===== src/rtl/mrh_l2_req_arbiter.sv =====
// Tile-level L2 request arbiter: round-robin grant of REQ_NUM L1 requesters into a
// one-entry output register with per-requester outstanding limits, plus
// combinational response routing by the source id carried in the upper tag bits.
module mrh_l2_req_arbiter #(
  parameter int REQ_NUM   = 2,
  parameter int ADDR_W    = 32,
  parameter int DATA_W    = 64,
  parameter int TAG_W     = 4,
  parameter int MAX_OUTST = 4
) (
  input  logic                      i_clk,
  input  logic                      i_reset_n,
  input  logic [REQ_NUM-1:0]        i_req_valid,
  output logic [REQ_NUM-1:0]        o_req_ready,
  input  logic [2*REQ_NUM-1:0]      i_req_cmd,
  input  logic [ADDR_W*REQ_NUM-1:0] i_req_addr,
  input  logic [TAG_W*REQ_NUM-1:0]  i_req_tag,
  input  logic [DATA_W*REQ_NUM-1:0] i_req_data,
  output logic                      o_l2_req_valid,
  input  logic                      i_l2_req_ready,
  output logic [1:0]                o_l2_req_cmd,
  output logic [ADDR_W-1:0]         o_l2_req_addr,
  output logic [TAG_W+1:0]          o_l2_req_tag,
  output logic [DATA_W-1:0]         o_l2_req_data,
  input  logic                      i_l2_resp_valid,
  output logic                      o_l2_resp_ready,
  input  logic [TAG_W+1:0]          i_l2_resp_tag,
  input  logic [DATA_W-1:0]         i_l2_resp_data,
  output logic [REQ_NUM-1:0]        o_resp_valid,
  input  logic [REQ_NUM-1:0]        i_resp_ready,
  output logic [TAG_W-1:0]          o_resp_tag,
  output logic [DATA_W-1:0]         o_resp_data,
  output logic                      o_bad_resp
);

  localparam logic [3:0] MAX_CNT   = 4'(MAX_OUTST);
  localparam logic [2:0] REQ_NUM_L = 3'(REQ_NUM);
  localparam logic [1:0] LAST_IDX  = 2'(REQ_NUM - 1);

  logic [1:0]              ptr_reg, ptr_next;
  logic [REQ_NUM-1:0][3:0] cnt_reg, cnt_next;
  logic [REQ_NUM-1:0]      eligible, grant_vec, resp_sel, resp_fire;
  logic                    slot_free, grant_any;
  logic [1:0]              win_idx;
  logic [1:0]              resp_id;
  logic                    id_ok;

  logic                    valid_reg, bad_reg;
  logic [1:0]              cmd_reg, sel_cmd;
  logic [ADDR_W-1:0]       addr_reg, sel_addr;
  logic [TAG_W+1:0]        tag_reg, sel_tag;
  logic [DATA_W-1:0]       data_reg, sel_data;

  // Requesters see no ready while reset is held, so nothing is accepted into a cleared slot.
  assign slot_free = i_reset_n & (~valid_reg | i_l2_req_ready);
  assign resp_id   = i_l2_resp_tag[TAG_W+1:TAG_W];
  assign id_ok     = {1'b0, resp_id} < REQ_NUM_L;

  // Per-requester eligibility, response steering and outstanding-count update.
  generate
    for (genvar gi = 0; gi < REQ_NUM; gi++) begin : g_req
      logic inc, dec;
      assign eligible[gi]     = i_req_valid[gi] & (cnt_reg[gi] < MAX_CNT);
      assign resp_sel[gi]     = id_ok & (resp_id == 2'(gi));
      assign o_resp_valid[gi] = i_l2_resp_valid & resp_sel[gi];
      assign resp_fire[gi]    = o_resp_valid[gi] & i_resp_ready[gi];
      assign inc              = grant_vec[gi];
      // A response against an empty counter is a stray and must not wrap.
      assign dec              = resp_fire[gi] & (cnt_reg[gi] != 4'd0);
      assign cnt_next[gi]     = (inc & ~dec) ? cnt_reg[gi] + 4'd1 :
                                (dec & ~inc) ? cnt_reg[gi] - 4'd1 : cnt_reg[gi];
    end
  endgenerate

  // Round-robin search: first pass covers pointer..top, second pass wraps to the bottom.
  always_comb begin
    logic found;
    found     = 1'b0;
    grant_vec = '0;
    win_idx   = '0;
    for (int i = 0; i < REQ_NUM; i++) begin
      if (!found && eligible[i] && (i >= int'(ptr_reg))) begin
        found   = 1'b1;
        win_idx = 2'(i);
      end
    end
    for (int i = 0; i < REQ_NUM; i++) begin
      if (!found && eligible[i]) begin
        found   = 1'b1;
        win_idx = 2'(i);
      end
    end
    grant_any = found & slot_free;
    if (grant_any) grant_vec[win_idx] = 1'b1;
  end

  assign o_req_ready = grant_vec;
  assign ptr_next    = grant_any ? ((win_idx == LAST_IDX) ? 2'd0 : win_idx + 2'd1) : ptr_reg;

  // Payload mux for the granted requester; the source id is prepended to its local tag.
  always_comb begin
    sel_cmd  = '0;
    sel_addr = '0;
    sel_tag  = '0;
    sel_data = '0;
    for (int i = 0; i < REQ_NUM; i++) begin
      if (grant_vec[i]) begin
        sel_cmd  = i_req_cmd[i*2 +: 2];
        sel_addr = i_req_addr[i*ADDR_W +: ADDR_W];
        sel_tag  = {2'(i), i_req_tag[i*TAG_W +: TAG_W]};
        sel_data = i_req_data[i*DATA_W +: DATA_W];
      end
    end
  end

  // Output slot, round-robin pointer, outstanding counters and bad-response pulse.
  always_ff @(posedge i_clk or negedge i_reset_n) begin
    if (!i_reset_n) begin
      valid_reg <= 1'b0;
      cmd_reg   <= '0;
      addr_reg  <= '0;
      tag_reg   <= '0;
      data_reg  <= '0;
      ptr_reg   <= '0;
      cnt_reg   <= '0;
      bad_reg   <= 1'b0;
    end else begin
      if (slot_free) begin
        valid_reg <= grant_any;
        if (grant_any) begin
          cmd_reg  <= sel_cmd;
          addr_reg <= sel_addr;
          tag_reg  <= sel_tag;
          data_reg <= sel_data;
        end
      end
      ptr_reg <= ptr_next;
      cnt_reg <= cnt_next;
      bad_reg <= i_l2_resp_valid & ~id_ok;
    end
  end

  assign o_l2_req_valid  = valid_reg;
  assign o_l2_req_cmd    = cmd_reg;
  assign o_l2_req_addr   = addr_reg;
  assign o_l2_req_tag    = tag_reg;
  assign o_l2_req_data   = data_reg;
  // Unknown ids are always accepted so a corrupt response cannot stall the L2 channel.
  assign o_l2_resp_ready = id_ok ? |(resp_sel & i_resp_ready) : 1'b1;
  assign o_resp_tag      = i_l2_resp_tag[TAG_W-1:0];
  assign o_resp_data     = i_l2_resp_data;
  assign o_bad_resp      = bad_reg;

endmodule


===== config.mk =====
export PLATFORM = sky130hd
export DESIGN_NAME = mrh_l2_req_arbiter
export DESIGN_NICKNAME = d
export VERILOG_FILES = /design/src/rtl/mrh_l2_req_arbiter.sv
export SDC_FILE = /design/constraint.sdc
export NUM_CORES = 1
export LEC_CHECK = 0
export BUFFER_PORTS_ARGS = -buffer_cell sky130_fd_sc_hd__buf_2
export CAP_MARGIN = 20
export CORE_AREA = 2 2 180 182
export CTS_CLUSTER_SIZE = 8
export DETAILED_ROUTE_END_ITERATION = 10
export DIE_AREA = 0 0 182 184
export GPL_ROUTABILITY_DRIVEN = 1
export MAX_ROUTING_LAYER = met4
export PLACE_DENSITY = 0.49
export SYNTH_ARGS = -nofsm -noshare
export SYNTH_HDL_FRONTEND = slang
export SYNTH_SLANG_ARGS = --single-unit

===== constraint.sdc =====
create_clock -name i_clk -period 2.8 [get_ports i_clk]
set_input_delay 0.42 -clock i_clk [delete_from_list [all_inputs] [get_ports i_clk]]
set_output_delay 0.42 -clock i_clk [all_outputs]
set_load 0.01 [all_outputs]

# == After elaboration in Yosys (flattened, before gate mapping) ==
# Index checks and enable logic that the tools add are counted.
# op_classes
n_reduce_logical,16
n_bitwise,25
n_mux,24
n_lt_le_gt_ge,7
eq_ne,2
addsub,5
# ops
operator,n
2-to-1 mux 64 bit,2
2-to-1 mux 32 bit,2
2-to-1 mux 4 bit,5
bitwise AND 1 bit,17
2-to-1 mux 2 bit,5
adder 4 x 1 -> 4 bit (second input constant),2
< comparator 4 x 3 -> 1 bit (second input constant),2
2-to-1 mux 1 bit,8
nonzero test 4 bit,2
subtractor 4 x 1 -> 4 bit (second input constant),2
logical AND 1 bit,6
2-to-1 mux 6 bit,1
inverter 1 bit,6
equality test 2 x 1 -> 1 bit (second input constant),2
>= comparator 1 x 2 -> 1 bit (first input constant),2
< comparator 2 bit (second input constant),2
nonzero test 2 bit,2
zero test 1 bit,3
adder 2 x 1 -> 2 bit (second input constant),1
bitwise AND 2 bit,1
>= comparator 2 x 1 -> 1 bit (second input constant),1
zero test 2 bit,1
AND reduction 2 bit,1
OR reduction 2 bit,1
other kinds (2),2
# word_totals
wordCells,88
input_bits,282
out_inout_bits,179
register_bits,116

# == Longest topological paths before layout ==
# Gate-level depths: netlist of the first run.
# depth
word_depth,23
mapped_depth,10

# == Worst setup path before layout of the first run ==
# Ideal clock, no wire load.
# synth_timing
kind,reg2reg
from,reg cnt_reg[3] (netlist bit)
to,reg cnt_reg[3] (netlist bit)
setup_ns,0.123
path_stages_with_launch,11
synth_period_minus_slack_ns,2.592
arrival_ns,2.469
slack_ns,0.208
cell_sequence,dfrtp_1 or3b_1 nor4_4 buf_2 ha_1 inv_1 ha_1 a21oi_1 and3_1 o21bai_1 xnor2_1
# synth_between
elab_chain_cells,22
# synth_lines
element,line_no,text
from (decl),41,"logic [REQ_NUM-1:0][3:0] cnt_reg, cnt_next;"
from (signal assigned),138,cnt_reg <= cnt_next;
< comparator 4 x 3 -> 1 bit *,63,assign eligible[gi] = i_req_valid[gi] & (cnt_reg[gi] < MAX_CNT);
bitwise AND 1 bit *,63,
logical AND 1 bit,82,if (!found && eligible[i] && (i >= int'(ptr_reg))) begin
2-to-1 mux 1 bit,82,
zero test 1 bit,82,
logical AND 1 bit (2 in a row),82,
2-to-1 mux 1 bit,82,
zero test 1 bit,88,if (!found && eligible[i]) begin
(+6 left out),-,
logical AND 1 bit (not written as such),94,if (grant_any) grant_vec[win_idx] = 1'b1;
2-to-1 mux 1 bit (not written as such),94,
demux 1 bit (select 1 bit),94,
2-to-1 mux 2 bit *,94,
named net o_req_ready[0],14,"output logic [REQ_NUM-1:0] o_req_ready,"
inverter 1 bit,71,(dec & ~inc) ? cnt_reg[gi] - 4'd1 : cnt_reg[gi];
bitwise AND 1 bit,71,
nonzero test 2 bit (no line),-,
# The timed path passes the listed nets; every way through them passes the cells marked *. The select of a mux whose other input is x is not followed.
# A chain may end at the register's enable or synchronous reset.

# == Worst setup path in the final report of the first run ==
# layout_timing
from,reg cnt_reg[3] (netlist bit)
to,out o_req_ready[0]
# layout_between
elab_chain_cells,19
# layout_lines
element,line_no
< comparator 4 x 3 -> 1 bit *,63
bitwise AND 1 bit *,63
logical AND 1 bit,82
2-to-1 mux 1 bit,82
zero test 1 bit,82
logical AND 1 bit (2 in a row),82
2-to-1 mux 1 bit,82
zero test 1 bit,88
(+2 left out),-
zero test 1 bit,88
logical AND 1 bit,88
2-to-1 mux 2 bit,88
>= comparator 2 x 1 -> 1 bit (not written as such) or < comparator 2 bit (tied branches),94
logical AND 1 bit (not written as such),94
2-to-1 mux 1 bit (not written as such),94
demux 1 bit (select 1 bit),94
2-to-1 mux 2 bit *,94
to (decl),14
# Mark *: on every way between the ends. The rest lies on a longest branch, timed or not.

==> results summary, run 1 <==
The run finished with clean final reports. The library cells used most frequently in the layout, excluding fill and tap cells, are sky130_fd_sc_hd__buf_2 (322), sky130_fd_sc_hd__nand2_1 (206), sky130_fd_sc_hd__dfrtp_1 (114). The number of I/O pins is between 400 and 500. The final cell count without fillers came out at 1245.

The die covers 33500 µm². The shortest clock period the worst path allows after layout is 2620 ps. Summed over all instances, the cell type with the most area after synthesis is sky130_fd_sc_hd__dfrtp_1. The initial antenna violation count came out at 1. The wire length of the first global-routing pass is 27000 µm. The overall routed net length is 19300 µm. The number of max-slew violations in the final report was 0. The Yosys step of the flow raised 0 warnings. For the worst setup path, the data arrival time is 2200 ps.

Setup repair after global routing left no endpoint under its margin. The number of buffers between clock root and the deepest sink came out at 2. Across every metal layer, demand over resource in global routing totals 0.109. The analysis attributes to net switching a power of ~3.1 mW. The part of the power in combinational logic came out at 0.379. The CTS clock-pin slew for the worst setup and hold paths came out at 60 ps. The unique cell type count in the Yosys netlist came out at 32. The area growth from synthesis to layout came out at 37.5%. The final setup TNS came out at 0 ps. The number of clock sinks seen by CTS is 114. The leakage component of the power is around 4.2 nW. The fraction of layout cells with a size suffix above 1 came out at 0.499. The worst-case IR drop observed on VDD is 0.389 mV. Yosys attributes the largest share of cell area to sky130_fd_sc_hd__dfrtp_1 (49%), sky130_fd_sc_hd__nand2_1 (13%), sky130_fd_sc_hd__a22oi_2 (11%). The core outline area is 31400 µm². The average size of a mapped cell came out at 10.1 µm². The vertical extent of the die came out at approximately 180 µm. The count of port buffers added during placement is 323. Based on the critical path, the design can be clocked at up to 381 MHz.

The via count of the first global-routing pass came to 4852. The post-synthesis sequential area ratio is 0.489. The post-route antenna net violation count is 0.

Entering global routing, the biggest net connects 106 pins. The H-tree depth is 4. The largest fanout on the critical path is 52. The final route contains between 5000 and 6000 vias. Including well taps, the total number of placed cells is 1207. The power per standard cell area came out at 1060 nW/µm². The worst hold slack after final layout came out at 180 ps.

The path category of the worst min-delay check is in -> async. The max-cap violation count came out at 0. The worst setup path is of the reg -> out kind. The final estimated routing congestion in global placement came out at 0.747. The worst setup path is launched from a flip-flop. Setup violations remaining at the end of the flow were counted as 0.

The share of total power dissipated in sequential elements is 0.347. The number of vias per cell after detailed routing is 4.05. For this run the aggregate overflow at the end of global routing stands at 0. For this run, design rule violations remaining after detail routing come to 0. Row generation in the floorplan step produced 65 rows.

The worst slew margin relative to its limit came out at 0.459. The share of total power dissipated in the clock network is 0.274. TritonCTS created 17 clock buffers. The number of hold violations in the final report is 0.

The worst setup skew after layout is 6.91 ps. The core occupancy in the finished layout is 0.256. The library cell used most frequently in the layout, excluding fill and tap cells, is sky130_fd_sc_hd__buf_2. Summed over all nets, the half-perimeter wirelength after detailed placement is 12400 µm. The worst setup path is captured at a primary output. The pin slew with the least headroom to its limit is 812 ps.

The final-layout fill cell count came out at 3430. The endpoint required time on the critical path came out at 2380 ps. The starting density of the core is 0.186.

TritonCTS built the clock tree. The number of storage elements in the synthesis netlist came out at 114. In the synthesized netlist, the number of instances is 580. The root buffer cell chosen for the clock tree is sky130_fd_sc_hd__clkbuf_16. The routed wire length per instance is 15.5 µm. The number of flip-flops under the largest register name came out at 64. The first detailed-routing pass ran for 5 iterations. The portion of the clock cycle consumed by the worst path in the final layout is 0.937.

The net count after synthesis came out at 870. The switching part of the total is 0.360. The combined area of all synthesized cells is 5840 µm².

From left edge to right edge, the die measures 182 µm. The share of synthesized area in the top cell type comes to 0.489. The detailed router finished its first iteration with between 200 and 300 violations.

The internal power summed over all cells came out at 5.45 mW. The clock network latency to the later pin of the worst-skew pair came out at 410 ps. The final layout contains approximately 1100 nets.
## worst max-delay path: stages (launching register included)
cell                      delay, ps
sky130_fd_sc_hd__dfrtp_1        410
sky130_fd_sc_hd__or3b_1         470
sky130_fd_sc_hd__nor4_4         400
sky130_fd_sc_hd__buf_12         320
sky130_fd_sc_hd__buf_2          200
## what timing repair did
action,in CTS,in global routing
resized for setup,0,1
gates cloned,1,2
hold buffers,0,0
setup endpoints to repair,1,1
pin swaps,1,1
setup buffers,1,1
## routing by layer
metal	track usage	vias to the layer above	part of all wire
met1	0.127	2340	0.42
met5	-	-	0
met2	0.171	263	0.48
met3	0.0380	33	0.078
met4	0.0497	0	0.025
li1	-	2406	-
## per-stage QoR
step	power (mW)	instance area, µm²	setup slack [ps]
finish	8.52	8020	176
global route	9.14	8020	31.5
CTS	8.61	7980	64.2
detailed placement	6.15	7310	254
global placement	6.13	7310	281
floorplan	4.97	5840	208
## final timing paths
check,cells after the start,slack (ps),endpoint,from
min in group i_clk,3,190,o_l2_req_addr[3],i_req_addr[35]
max reg2reg,9,220,cnt_reg[3],cnt_reg[3]
min reg2reg,1,470,o_l2_req_tag[4],o_l2_req_tag[4]
min,2,180,cnt_reg[3],i_reset_n
max,4,180,o_req_ready[0],cnt_reg[3]
max in group asynchronous,3,1430,o_l2_req_data[31],i_reset_n
## kinds of logic after synthesis
family                   Yosys count  synth area share
flip-flops                       114             0.489
AND/OR/NAND/NOR                  226             0.161
adder cells (fa/ha/maj)            8            0.0197
other                              1          0.000643
XOR/XNOR                           6           0.00901
AO/OA/AOI/OAI                    115             0.187
buffers and inverters            108             0.129
multiplexers                       2           0.00386
## power groups by stage
stage | Clock (mW) | Combinational [mW] | Sequential, mW
global route | 2.50 | 3.59 | 3.05
finish | 2.33 | 3.23 | 2.96
floorplan | 0 | 1.72 | 3.25
global placement | 0 | 3.15 | 2.98
CTS | 2.42 | 3.23 | 2.96
detailed placement | 0 | 3.20 | 2.95
## layout make-up
cell class | instances | area, µm² | area share
flip-flops and latches | 114 | 2850 | 0.356
multi-input cells | 358 | 2240 | 0.279
repair buffers | 334 | 1780 | 0.221
clock buffers | 24 | 512 | 0.0638
well taps | 402 | 503 | 0.0627
clock inverters | 8 | 123 | 0.0153
inverters | 4 | 15.0 | 0.00187
diodes | 1 | 2.50 | 0.000312
## synthesized netlist by cell type, drive strengths merged
library cell	count
nand2	206
dfrtp	114
a22oi	102
buf	95
clkbuf	9
ha	6
xnor2	6
a21oi	4
inv	4
nand3	4
o21ai	3
a211o	2
a21o	2
and3	2
fa	2
mux2	2
nor2b	2
nor4	2
o21bai	2
or3b	2
or4	2
and2	1
and3b	1
conb	1
nor2	1
nor3b	1
nor4b	1
nor4bb	1
Power figures use the tool's default switching activity.
==> inputs of run 2 (changes only) <==
CORE_AREA = 2 2 181 183   (was 2 2 180 182)
DIE_AREA = 0 0 183 185   (was 0 0 182 184)
PLACE_DENSITY = 0.48   (was 0.49)
==> run 2 against run 1 <==
  * Final area hardly changed
  * Via count is 0.44% higher
  * Count of clock-buffer cells in the layout is 2 higher
  * Global-route usage hardly changed
  * Power hardly changed
  * Clock power hardly changed
  * Setup slack better by 18 ps
  * Hold slack worse by 3.8 ps
  * Clock skew is 1.8 ps higher
  * Critical path type unchanged
==> results summary, run 2 (synthesis results as in run 1) <==
Outcome: finished, final reports clean (unchanged). The final estimated routing congestion in global placement came out at 0.720 (was 0.747). The core occupancy in the finished layout is 0.251 (was 0.256). The highest-utilization routing layer at the global route stage was met2 (unchanged). The initial antenna violation count came out at 1 (unchanged). The number of buffers between clock root and the deepest sink came out at 2 (unchanged).

The area growth from synthesis to layout came to 37.5% (about the same). The half-perimeter wire length after placement came to 12800 µm (was 12400 µm). The path category of the worst min-delay check is in -> async (unchanged). The met1 layer usage reported by global route came to 0.125 (was 0.127). The worst hold slack after final layout came out at 176 ps (was 180 ps). The core outline area is 32000 µm² (was 31400 µm²). The die width is 183 µm (was 182 µm). The clock tree from TritonCTS is done (unchanged).

The kind of start point of the critical path is a flip-flop (unchanged). The starting density of the core came to 0.182 (was 0.186). The post-route antenna net violation count came out at 0 (unchanged). The pin slew with the least headroom to its limit came out at 803 ps (was 812 ps). The met2 usage is 0.172 (was 0.171). The pin count of the biggest net entering global routing came out at 105 (was 106). The part of the power in combinational logic came to 0.382 (was 0.379). The H-tree depth came out at 4 (unchanged). The power spent charging and discharging nets was 3.05 mW (was 3.06 mW). The power per standard cell area is 1060 nW/µm² (about the same). The number of max-slew violations in the final report came to 0 (unchanged).

The routed wire length per instance is 15.7 µm (was 15.5 µm). The internal power summed over all cells came to 5.46 mW (was 5.45 mW). The fraction of layout cells with a size suffix above 1 is 0.498 (was 0.499). The global routing usage on met3 is 0.0358 (was 0.0380). The portion of the clock cycle consumed by the worst path in the final layout came out at 0.931 (was 0.937). The root buffer cell is sky130_fd_sc_hd__clkbuf_16 (unchanged). The part of the total power dissipated in sequential elements came out at 0.347 (about the same). The maximum vdd ir drop is 0.353 mV (was 0.389 mV).

The residual overflow from global routing came out at 0 (unchanged). The wire length of the first global-routing pass came out at 27300 µm (was 27000 µm). The commonest non-fill, non-tap cell in the layout is sky130_fd_sc_hd__buf_2 (unchanged).

The pre-CTS setup slack came out at 263 ps (was 254 ps). The leakage component of the power is 4.20 nW (was 4.19 nW). The worst setup skew after layout came out at 8.72 ps (was 6.91 ps). The endpoint required time on the critical path is 2380 ps (about the same). The peak clock frequency supported by timing is 384 MHz (was 381 MHz). The worst endpoint data arrival time is 2190 ps (was 2200 ps). The worst slew margin relative to its limit was 0.465 (was 0.459). The clock share of power was 0.271 (was 0.274). The count of port buffers added during placement came out at 323 (unchanged). The final setup TNS came out at 0 ps (unchanged). The number of clock buffers inserted by TritonCTS was 17 (unchanged).

The number of hold violations in the final report came out at 0 (unchanged). The max-cap violation count came to 0 (unchanged). The post-detailed-route DRC marker count came out at 0 (unchanged). The final critical-path setup slack came out at 194 ps (was 176 ps).

The via count of the first global-routing pass came to 5050 (was 4852). Most frequent cells in the layout: sky130_fd_sc_hd__buf_2 (322), sky130_fd_sc_hd__nand2_1 (206), sky130_fd_sc_hd__dfrtp_1 (114) (unchanged). The number of flip-flops under the largest register name is 64 (unchanged). The shortest clock period the worst path allows after layout came out at 2610 ps (was 2620 ps).

The full die area is 33900 µm² (was 33500 µm²). The number of I/O pins is 461 (unchanged). The final net count was 1121 (was 1119). The capturing element type of the critical path is a primary output (unchanged). The number of clock sinks seen by CTS came out at 114 (unchanged). The switching part of the total came out at 0.359 (was 0.360). The clock network latency to the later pin of the worst-skew pair came out at 410 ps (about the same). The first-iteration detailed-routing DRC count is 185 (was 250).

The number of iterations in the first detailed-routing pass came out at 5 (unchanged). The total number of vias came out at 5064 (was 5042). The site row count came out at 66 (was 65). The number of vias per cell after detailed routing came out at 4.05 (about the same). The vertical extent of the die was 185 µm (was 184 µm). RSZ-0062 raised after global routing: no (unchanged).

The global routing usage summed across all routing layers was 0.109 (about the same). The CTS clock-pin slew for the worst setup and hold paths was 60 ps (about the same). The overall routed net length came out at 19600 µm (was 19300 µm). The classification of the worst setup path is reg -> out (unchanged). The number of setup violations in the final report was 0 (unchanged).

The largest fanout on the critical path came to 26 (was 52).
run 2: cell type report:
class                      count  area [µm²]
tap                          408         510
sequential                   114        2850
clock inverter                 4        95.1
clock buffer                  26         519
timing repair buffer         336        1790
multi-input combinational    358        2240
inverter                       4        15.0
antenna                        1        2.50
fill                        3485       24000
run 2: repair_timing:
action,in CTS,in global routing
setup endpoints to repair,1,2
buffers inserted,2,0
pin swaps,1,2
hold buffers,0,0
resized for setup,0,2
cloned,1,2
run 2: power groups by stage:
stage	clock network [mW]	logic, mW	registers [mW]
after global placement	0	3.20	2.97
after global routing	2.48	3.60	3.05
after detailed placement	0	3.23	2.94
after CTS	2.40	3.26	2.95
final	2.30	3.25	2.96
after floorplan	0	1.72	3.25
run 2: path summary, 6_finish.rpt:
| check | from | to | slack (ps) | cells after the start |
|---|---|---|---|---|
| min in group i_clk | i_req_addr[57] | o_l2_req_addr[25] | 190 | 3 |
| setup / recovery | cnt_reg[7] | o_req_ready[1] | 190 | 4 |
| hold / removal | i_reset_n | cnt_reg[2] | 180 | 2 |
| setup reg to reg | cnt_reg[7] | cnt_reg[7] | 210 | 9 |
| hold reg to reg | o_l2_req_tag[4] | o_l2_req_tag[4] | 480 | 1 |
| max in group asynchronous | i_reset_n | o_l2_req_data[29] | 1380 | 3 |
run 2: stage by stage:
step	area, µm²	cells	power (mW)
2_1_floorplan	5840	580	4.97
4_1_cts	7990	1248	8.61
5_1_grt	8030	1251	9.13
3_5_place_dp	7330	1215	6.17
6_report	8030	1251	8.51
3_3_place_gp	7330	1215	6.16
run 2: metal layers:
layer  wire (µm)  vias up
met2        9440      248
met3        1550       30
li1            -     2402
met5           0        -
met1        8140     2384
met4         484        0
run 2: critical path: stages, from the launching register on:
cell and delay, ps:
sky130_fd_sc_hd__dfrtp_1 420, sky130_fd_sc_hd__or3b_4 440, sky130_fd_sc_hd__nor4_4 410, sky130_fd_sc_hd__clkbuf_16 340, sky130_fd_sc_hd__buf_2 170
